`config.mk`:
```
export PLATFORM = sky130hd
export DESIGN_NAME = axis_sync_fifo_flat
export DESIGN_NICKNAME = d
export VERILOG_FILES = /design/src/rtl/axis_sync_fifo_if.sv /design/src/rtl/axis_sync_fifo.sv /design/src/flat_wrapper.sv
export SDC_FILE = /design/constraint.sdc
export NUM_CORES = 1
export LEC_CHECK = 0
export BUFFER_PORTS_ARGS = -buffer_cell sky130_fd_sc_hd__buf_2
export CELL_PAD_IN_SITES_DETAIL_PLACEMENT = 0
export CELL_PAD_IN_SITES_GLOBAL_PLACEMENT = 1
export CORE_ASPECT_RATIO = 1.75
export CORE_MARGIN = 5
export CORE_UTILIZATION = 40
export CTS_BUF_LIST = sky130_fd_sc_hd__clkbuf_4
export CTS_CLUSTER_SIZE = 16
export DETAILED_ROUTE_END_ITERATION = 8
export PLACE_DENSITY_LB_ADDON = 0.1
export SLEW_MARGIN = 20
export SYNTH_ARGS = -nofsm -noshare
export SYNTH_HDL_FRONTEND = slang
export SYNTH_SLANG_ARGS = --single-unit
```
`constraint.sdc`:
```
create_clock -name aclk -period 5.7 [get_ports aclk]
set_input_delay 0.855 -clock aclk [delete_from_list [all_inputs] [get_ports aclk]]
set_output_delay 0.855 -clock aclk [all_outputs]
set_load 0.05 [all_outputs]
```
`src/rtl/axis_sync_fifo_if.sv`:
```
// ============================================================================
// Module   : axis_sync_fifo_if
// Purpose  : AXI4-Stream beat bundle (data, valid, ready, last).
// Revision : 1.0 - initial release
// ============================================================================
`default_nettype none

interface axis_sync_fifo_if #(
    parameter int DATA_WIDTH = 8
);
    logic [DATA_WIDTH-1:0] tdata;
    logic                  tvalid;
    logic                  tready;
    logic                  tlast;

    modport master (
        output tdata,
        output tvalid,
        output tlast,
        input  tready
    );

    modport slave (
        input  tdata,
        input  tvalid,
        input  tlast,
        output tready
    );
endinterface

`default_nettype wire

```
`src/rtl/axis_sync_fifo.sv`:
```
// ============================================================================
// Module   : axis_sync_fifo
// Purpose  : Single-clock first-word-fall-through AXI4-Stream FIFO (data+last).
// Revision : 1.0 - initial release
// ============================================================================
`default_nettype none

module axis_sync_fifo #(
    parameter int DATA_WIDTH = 8,
    parameter int ADDR_DEPTH = 4
) (
    input  wire logic        aclk,
    input  wire logic        areset_n,
    axis_sync_fifo_if.slave  m,
    axis_sync_fifo_if.master s
);

    localparam int                  DEPTH   = 2 ** ADDR_DEPTH;
    localparam logic [ADDR_DEPTH:0] PTR_ONE = {{ADDR_DEPTH{1'b0}}, 1'b1};

    logic [DATA_WIDTH:0]   mem [DEPTH];
    logic [ADDR_DEPTH:0]   wr_ptr;
    logic [ADDR_DEPTH:0]   rd_ptr;
    logic                  full;
    logic                  empty;
    logic                  push;
    logic                  pop;

    // Extra wrap bit distinguishes full from empty when the index bits match.
    assign empty = (wr_ptr == rd_ptr);
    assign full  = (wr_ptr[ADDR_DEPTH-1:0] == rd_ptr[ADDR_DEPTH-1:0]) &&
                   (wr_ptr[ADDR_DEPTH] != rd_ptr[ADDR_DEPTH]);

    // Gating with areset_n keeps the array untouched while reset is held.
    assign push = m.tvalid && !full && areset_n;
    assign pop  = s.tready && !empty;

    always_ff @(posedge aclk or negedge areset_n) begin
        if (!areset_n) begin
            wr_ptr <= '0;
            rd_ptr <= '0;
        end else begin
            if (push) begin
                wr_ptr <= wr_ptr + PTR_ONE;
            end
            if (pop) begin
                rd_ptr <= rd_ptr + PTR_ONE;
            end
        end
    end

    always_ff @(posedge aclk) begin
        if (push) begin
            mem[wr_ptr[ADDR_DEPTH-1:0]] <= {m.tlast, m.tdata};
        end
    end

    assign m.tready            = !full;
    assign s.tvalid            = !empty;
    assign {s.tlast, s.tdata}  = mem[rd_ptr[ADDR_DEPTH-1:0]];

endmodule

`default_nettype wire

```
`src/flat_wrapper.sv`:
```
// flat-port wrapper written by rule: the top's interface ports become plain ports
module axis_sync_fifo_flat 
#(
    parameter int DATA_WIDTH = 8,
    parameter int ADDR_DEPTH = 4
)
  (aclk, areset_n, m_tdata, m_tvalid, m_tlast, m_tready, s_tdata, s_tvalid, s_tlast, s_tready);
  axis_sync_fifo_if #(.DATA_WIDTH(DATA_WIDTH)) m_i ();
  axis_sync_fifo_if #(.DATA_WIDTH(DATA_WIDTH)) s_i ();
  input  wire logic aclk;
  input  wire logic areset_n;
  input wire logic [$bits(m_i.tdata)-1:0] m_tdata;
  input wire logic [$bits(m_i.tvalid)-1:0] m_tvalid;
  input wire logic [$bits(m_i.tlast)-1:0] m_tlast;
  output wire logic [$bits(m_i.tready)-1:0] m_tready;
  output wire logic [$bits(s_i.tdata)-1:0] s_tdata;
  output wire logic [$bits(s_i.tvalid)-1:0] s_tvalid;
  output wire logic [$bits(s_i.tlast)-1:0] s_tlast;
  input wire logic [$bits(s_i.tready)-1:0] s_tready;
  assign m_i.tdata = m_tdata;
  assign m_i.tvalid = m_tvalid;
  assign m_i.tlast = m_tlast;
  assign m_tready = m_i.tready;
  assign s_tdata = s_i.tdata;
  assign s_tvalid = s_i.tvalid;
  assign s_tlast = s_i.tlast;
  assign s_i.tready = s_tready;
  axis_sync_fifo #(.DATA_WIDTH(DATA_WIDTH), .ADDR_DEPTH(ADDR_DEPTH)) u_core (.aclk(aclk), .areset_n(areset_n), .m(m_i), .s(s_i));
endmodule
```
Yosys cells after proc, flatten, opt, wreduce, memory -nomap -nowiden:

Memories as Yosys holds them, arrays and structs flattened.
Cells that the tools add are included.

* add/subtract/negate cells: 2
* equal/unequal tests: 3
* muxes and demuxes: 2
* reductions and logical operators: 6

Operator list (count)
* $add A5 B1 Y5 const B: 2
* $eq A5 B5 Y1: 1
* $eq A4 B4 Y1: 1
* $logic_and A1 B1 Y1: 4
* $logic_not A1 Y1: 2
* $mux W1: 2
* $ne A1 B1 Y1: 1

* flip-flop bits (word level): 10
* memory bits (writable): 144
* input port bits: 13
* output and inout port bits: 11
* word-level logic and storage cells: 16
* memories kept: 1

Memories
* u_core.mem: words 16, bits a word 9, read ports 1, clocked after memory_dff 0, write ports 1, line axis_sync_fifo.sv:21 `logic [DATA_WIDTH:0] mem [DEPTH];`

Logic depth before layout (Yosys ltp):

Gate-level depths: netlist of run 1.

* depth in word-level cells: 7
* mapped depth: 6
* depth with buffers taken out: 4

Worst setup path after synthesis of run 1:

No wires, ideal clock.

* kind: flip-flop to output port
* start: register u_core.rd_ptr[0]
* end: output s_tdata[0]
* data arrival time: 1.709 ns
* required time: 4.845 ns
* setup slack: 3.136 ns
* stages on the path, launching flop included: 5
* buffers on the path: 1
* cell sequence: dfrtp_1 buf_2 mux4_2 a22oi_1 nand2_1

* word-level cells in the longest chain between the ends: 1

Ends and longest elaborated chain
* start: declaration: line axis_sync_fifo.sv:23 `logic [ADDR_DEPTH:0] rd_ptr;`
* start signal: assignment: line axis_sync_fifo.sv:47 `rd_ptr <= rd_ptr + PTR_ONE;`
* $mem_v2 Z16 W9
* end: declaration: line flat_wrapper.sv:16 `output wire logic [$bits(s_i.tdata)-1:0] s_tdata;`

No other way between the ends.

Worst setup path in the final report of run 1:

* start: register u_core.rd_ptr[0]
* end: output s_tdata[2]

Same word-level chain as after synthesis.

==> impl_metrics.yaml, run 1 <==
floorplanning:
  die-area_um2: 18200
  initial_core_util_pct: 40.4
  core_area_um2: 15300
  die_h_um: 175
  rows: 60
  die_w_um: 104
  io_pins: 24
clock_network:
  worstSkewPairLatency_ps: 530
  ctsHtreeMaxLevel: 4
  cts_buffers: 17
  cts_setup_buffers: 0
  clockBufferDepth: 2
  cts.reportedPaths.clkPinSlew_ps: 140
  post_cts_resized: 0
  cts_root_buf: "clkbuf_4"
  numClockSinks: 154
  cts_tree: "done"
  holdBufCountCts: 0
layout:
  area_growth_pct: 9.59
  drive_gt1_share_pct: 31.3
  fin_cells: 539
  final_nets: 358
setup_path:
  arrival_ps: 2790
  critPathRequiredTime_ps: 4850
  crit_end: "s_tdata[2]"
  timing.rr.start: "u_core.rd_ptr[0]$_DFFE_PN0P_"
  cp-startpoint: "u_core.rd_ptr[0]$_DFFE_PN0P_"
  reg2regPathDepth: 4
  crit_fanout: 30
  crit_type: "flip-flop to output pin"
  cp-start-kind: "flip-flop"
  reg2reg_to: "u_core.mem[5][5]$_DFFE_PP_"
  rrSetupSlack_ps: 2980
  crit_path_end_kind: "output pin"
sta:
  setup_tns_ps: 0
  worst_slew_pin_slew_ps: 1050
  slew_headroom_pct: 29.5
  fin_crit_sh_pct: 64.0
  rsz0062_at_grt: "false"
  fin_skew_ps: 24.7
  hold_viol: 0
  max_freq_ghz: 0.274
  min_period_ps: 3650
  setup_violations: 0
  hold_ws_ps: 180
  drv_slew: 0
synthesis:
  yosysSeqAreaShare_pct: 73.9
  synth-edff-count: 144
  yosysWarnings: 0
  synth_top_cell_by_area: "edfxtp_1"
  synth.distinct_cells: 37
  yosys-top-cells-count: "144 x edfxtp_1, 35 x mux4_2, 18 x a22oi_1"
  synth.most_common_cell: "edfxtp_1"
  synth_cells: 307
  synth_nets: 325
  ys_async_sr_fraction_pct: 6.49
  synthFlopType: "edfxtp_1"
  ys_ff_latch: 154
  synth_area_leaders: "edfxtp_1 70%, mux4_2 13%, dfrtp_1 4.0%"
  avgSynthCellArea_um2: 20.2
  synth_area_um2: 6190
  synthDominantCellAreaShare_pct: 69.9
place:
  dp_cells: 507
  port_buffers: 23
  dp_hpwl_mm: 8.62
  globalplace.congestion: 0.737
pwr:
  p_sw_mw: 1.31
  powerDensity_nw_per_um2: 488
  irDropWorstVdd_mv: 0.254
  p_clk_share_pct: 19.2
  swShare_pct: 39.4
  leakage_nw: 2.16
  power_mw: 3.31
  pwr-share-seq_pct: 44.8
  combPwrFrac_pct: 36.0
  p_int_mw: 2.00
flow_run:
  maxCapViolations: 0
grt:
  grt_max_degree: 36
  grt_pass1_wl_mm: 20.3
  track_usage_pct: 15.3
  overflow: 0
  grt_pass1_vias: 3229
  antenna_found_initial: 1
detailed_routing:
  dr.pass1.iters: 4
  vias: 2930
  antenna_left: 0
  wirelength_mm: 13.5
  wire_per_inst_um: 25.0
  drt_iter0_drc: 127
  vias_per_cell: 5.44
  post-route-drc-count: 0
status:
  status: "finished, final reports clean"
min_path:
  hold_class: "input pin to async pin"
[state kept, by name (all words and copies together), names as in the netlist]
| register | count |
|---|---|
| u_core.mem | 144 |
| u_core.rd_ptr | 5 |
| u_core.wr_ptr | 5 |
[cell type report]
cell class                      count  area [um2]
Antenna cell                        1        2.50
Multi-Input combinational cell    134        1520
Sequential cell                   154        4580
Clock inverter                     14         138
Timing Repair Buffer               30         168
Tap cell                          186         233
Inverter                            3        11.3
Clock buffer                       17         128
Fill cell                        1381        8530
[cell families (layout without fill, tap and decap cells)]
group	Yosys count	in the layout	synth area share [%]
other	0	1	0
xor gates and xnor gates	12	12	2.06
and+or+nand+nor	47	47	3.58
DFF	154	154	73.9
AOI/OAI and AO/OA	31	31	3.66
buffers and inverters	19	64	2.00
muxes	39	39	13.8
adders and majority gates	5	5	1.01
[layout by cell type (no fill, tap or decap), types with 2 or more instances in the layout]
cell type,n
dfrtp_1,9
ha_1,5
a22oi_1,18
nor3_1,2
nand3_1,3
nor2b_1,2
nand2_1,15
nor4_2,4
mux4_2,35
inv_6,5
buf_2,23
clkinvlp_4,5
and2_1,2
xnor2_2,2
nor2_1,13
o21ai_1,6
edfxtp_1,144
inv_8,2
xnor2_1,9
inv_1,3
clkbuf_4,17
buf_4,7
nor2_2,2
o211ai_1,3
[how the worst min path moves through the flow]
stage / startpoint / cells past startpoint / slack (ps) / endpoint
global route: areset_n / 1 / 150 / u_core.wr_ptr[1]$_DFFE_PN0P_
global placement: u_core.rd_ptr[3]$_DFFE_PN0P_ / 1 / 610 / u_core.rd_ptr[3]$_DFFE_PN0P_
finish: areset_n / 1 / 180 / u_core.wr_ptr[1]$_DFFE_PN0P_
detailed placement: u_core.rd_ptr[3]$_DFFE_PN0P_ / 1 / 630 / u_core.rd_ptr[3]$_DFFE_PN0P_
floorplan: u_core.rd_ptr[2]$_DFFE_PN0P_ / 2 / 550 / u_core.rd_ptr[2]$_DFFE_PN0P_
CTS: areset_n / 1 / 150 / u_core.wr_ptr[1]$_DFFE_PN0P_
[metrics by stage]
step | utilization, % | worst slack [ps] | cell area (um2)
final | 44.3 | 2050 | 6780
after global routing | 44.3 | 1850 | 6780
after CTS | 44.2 | 1640 | 6770
after detailed placement | 42.5 | 2250 | 6510
after global placement | 42.5 | 2270 | 6500
after floorplan | - | 3140 | 6190
[critical path: stages (launching register included)]
cell     delay (ps)
dfrtp_4         850
buf_4           300
mux4_2          510
a22oi_1         280
nand2_1         100
buf_2           220
[layer usage]
layer	up-vias	wire [um]	GRT usage, %
met3	7	459	3.08
met5	-	0	0
met2	59	7480	27.9
met4	0	134	4.70
met1	1543	5400	18.0
li1	1321	-	-
[power groups by stage]
| stage | clock (mW) | combinational (mW) | sequential (mW) |
|---|---|---|---|
| after detailed placement | 0 | 1.21 | 1.51 |
| after global routing | 0.696 | 1.27 | 1.51 |
| after floorplan | 0 | 1.03 | 1.39 |
| after CTS | 0.649 | 1.22 | 1.49 |
| after global placement | 0 | 1.21 | 1.51 |
| final | 0.635 | 1.19 | 1.48 |
Note: power is estimated with default switching activity, not from simulation.
==> run 2: changes to the inputs <==
--- a/config.mk
+++ b/config.mk
@@ -5,6 +5,7 @@
 export SDC_FILE = /design/constraint.sdc
 export NUM_CORES = 1
 export LEC_CHECK = 0
+export ABC_AREA = 1
 export BUFFER_PORTS_ARGS = -buffer_cell sky130_fd_sc_hd__buf_2
 export CELL_PAD_IN_SITES_DETAIL_PLACEMENT = 0
 export CELL_PAD_IN_SITES_GLOBAL_PLACEMENT = 1
==> constraint.sdc (replaced) <==
create_clock -name aclk -period 3.08 [get_ports aclk]
set_input_delay 0.462 -clock aclk [delete_from_list [all_inputs] [get_ports aclk]]
set_output_delay 0.462 -clock aclk [all_outputs]
set_load 0.05 [all_outputs]
==> run 2 against run 1 <==
  * Sequential share of layout area is 4.1 points lower
  * Largest power group is now combinational logic
  * Routed wire length is 16% higher
  * Highest routed layer unchanged
  * Clock skew increased by 2.9 ps
  * Sequential cell count unchanged
  * First-iteration DRC count rose by 110%
  * Critical endpoint is now s_tlast
  * Critical path type unchanged
==> impl_metrics.yaml, run 2 <==
sta:
  max_freq_ghz: 0.347
  setup_violations: 0
  hold_viol: 0
  hold_ws_ps: 254
  fin_crit_sh_pct: 93.5
  drv_slew: 0
  min_period_ps: 2880
  rsz0062_at_grt: "false"
  slew_headroom_pct: 52.9
  fin_skew_ps: 27.6
  worst_slew_pin_slew_ps: 707
  setup_tns_ps: 0
  fin_ws_ps: 201
status:
  status: "finished, final reports clean"
layout:
  area_growth_pct: 10.9
  largest_register_ffs: 144
  final_cell_mix: "144 x edfxtp_1, 137 x nor2_1, 93 x nand2_1"
  final_nets: 632
  fin_cells: 816
  drive_gt1_share_pct: 14.5
  nFillCells: 1516
  multi_input_area_um2: 1710
  final_common_cell: "edfxtp_1"
  seq_area_um2: 4580
clock_network:
  cts_root_buf: "clkbuf_4"
  post_cts_resized: 0
  cts_setup_buffers: 0
  clockBufferDepth: 2
  cts.reportedPaths.clkPinSlew_ps: 120
  cts_buffers: 17
  ctsHtreeMaxLevel: 4
  numClockSinks: 154
  cts_tree: "done"
  holdBufCountCts: 1
  worstSkewPairLatency_ps: 520
place:
  pre_cts_ws_ps: 457
  globalplace.congestion: 0.745
  dp_hpwl_mm: 10.2
  dp_cells: 783
  port_buffers: 23
setup_path:
  rrSetupSlack_ps: 540
  timing.rr.start: "u_core.rd_ptr[2]$_DFFE_PN0P_"
  slowest_stage: "dfrtp_1"
  max_stage_delay_ps: 660
  crit_path_end_kind: "output pin"
  critPathBufInv: 3
  crit_path_cell_trace: "nand2_1, clkinv_1, nand2_1, nand2_1, inv_1, nand2_1, buf_2"
  crit_end: "s_tlast"
  crit_fanout: 16
  reg2regPathDepth: 8
  cp.depth: 7
  cp-start-kind: "flip-flop"
  arrival_ps: 2420
  crit_type: "flip-flop to output pin"
  cp-startpoint: "u_core.rd_ptr[2]$_DFFE_PN0P_"
  reg2reg_to: "u_core.mem[6][5]$_DFFE_PP_"
  path_delay_family: "flip-flops"
  critPathRequiredTime_ps: 2620
  crit_top_cell: "nand2_1"
floorplanning:
  die_h_um: 179
  die-area_um2: 19000
  io_pins: 24
  die_w_um: 106
  core_area_um2: 16000
  initial_core_util_pct: 40.8
  rows: 61
synthesis:
  synth_cells: 575
  ys_async_sr_fraction_pct: 6.49
  yosysWarnings: 0
  yosysSeqAreaShare_pct: 70.3
  synth_area_um2: 6510
  synthFlopType: "edfxtp_1"
  synth.distinct_cells: 25
  synthDominantCellAreaShare_pct: 66.4
  synth_top_cell_by_area: "edfxtp_1"
  avgSynthCellArea_um2: 11.3
  synth-edff-count: 144
  synth_area_leaders: "edfxtp_1 66%, nor2_1 7.9%, o21ai_0 6.5%"
  synth_nets: 593
  synth.most_common_cell: "edfxtp_1"
  ys_ff_latch: 154
  yosys-top-cells-count: "144 x edfxtp_1, 137 x nor2_1, 93 x nand2_1"
grt:
  grt_use_met3_pct: 2.85
  antenna_found_initial: 1
  top_usage_layer: "met2"
  grt_pass1_wl_mm: 23.9
  grtUsageMet2_pct: 32.3
  grt_max_degree: 77
  track_usage_pct: 17.1
  use_met1_pct: 19.9
  overflow: 0
  grt_pass1_vias: 4124
detailed_routing:
  vias: 4163
  wire_per_inst_um: 19.1
  vias_per_cell: 5.10
  antenna_left: 0
  drt_iter0_drc: 272
  dr.pass1.iters: 5
  post-route-drc-count: 0
  wirelength_mm: 15.6
pwr:
  swShare_pct: 43.2
  leakage_nw: 2.58
  p_int_mw: 3.65
  powerDensity_nw_per_um2: 891
  irDropWorstVdd_mv: 0.497
  power_mw: 6.43
  p_clk_share_pct: 18.7
  combPwrFrac_pct: 41.8
  p_sw_mw: 2.78
  pwr-share-seq_pct: 39.4
flow_run:
  maxCapViolations: 0
min_path:
  hold_class: "input pin to flip-flop"
[run 2: changes by cell type after synthesis, sizes merged, moves of 11 or more]
cell    previous run  this run
a22oi             18         0
clkbuf             1        13
inv                3        19
mux4              36         0
nand2             15        94
nand3              3        22
nor2              15       139
o211ai             3        14
o21ai              7        86
[run 2: cell families after synthesis]
group | synth area share, %
and+or+nand+nor | 16.3
DFF | 70.3
AOI/OAI and AO/OA | 8.23
buffers and inverters | 3.48
xor gates and xnor gates | 0.807
adders and majority gates | 0.961
[run 2: layout make-up]
cell class / count / area share [%]
sequential: 154 / 63.4
antenna: 1 / 0.0347
timing repair buffer: 49 / 4.68
tap: 189 / 3.28
clock buffer: 18 / 1.87
inverter: 20 / 1.04
multi-input combinational: 372 / 23.7
clock inverter: 13 / 2.01
[run 2: worst min path at each step]
stage                   from                           end  cells after the start
floorplan           areset_n  u_core.rd_ptr[0]$_DFFE_PN0P_                      0
CTS                 s_tready  u_core.rd_ptr[1]$_DFFE_PN0P_                      3
finish              s_tready  u_core.rd_ptr[4]$_DFFE_PN0P_                      3
global placement    areset_n  u_core.rd_ptr[4]$_DFFE_PN0P_                      1
detailed placement  areset_n  u_core.rd_ptr[4]$_DFFE_PN0P_                      1
global route        m_tvalid  u_core.wr_ptr[1]$_DFFE_PN0P_                      3
[run 2: power groups by stage]
stage	Clock [mW]	Sequential, mW	Combinational, mW
2_1_floorplan	0	2.52	2.01
3_3_place_gp	0	2.58	2.74
3_5_place_dp	0	2.58	2.74
4_1_cts	1.25	2.54	2.75
5_1_grt	1.35	2.56	2.97
6_report	1.21	2.54	2.69
[run 2: per-layer routing]
metal  share of wire [%]  vias up
met5                   0        -
met4                 1.2        0
met3                 2.5       11
met2                  56       69
met1                  40     2014
li1                    -     2069
[run 2: per-stage QoR]
stage | util, % | area, um2
detailed placement | 43.4 | 6930
global placement | 43.4 | 6930
floorplan | - | 6510
global route | 45.3 | 7220
CTS | 45.2 | 7220
finish | 45.3 | 7220
[run 2: worst reg2reg max path, stage by stage, from the launching register on]
cell and delay (ps):
dfrtp_1 660, inv_2 340, nand2_1 90, nand2_1 80
nor2_2 60, nand3_4 90, nand3_2 320, nor2_1 410
buf_4 220
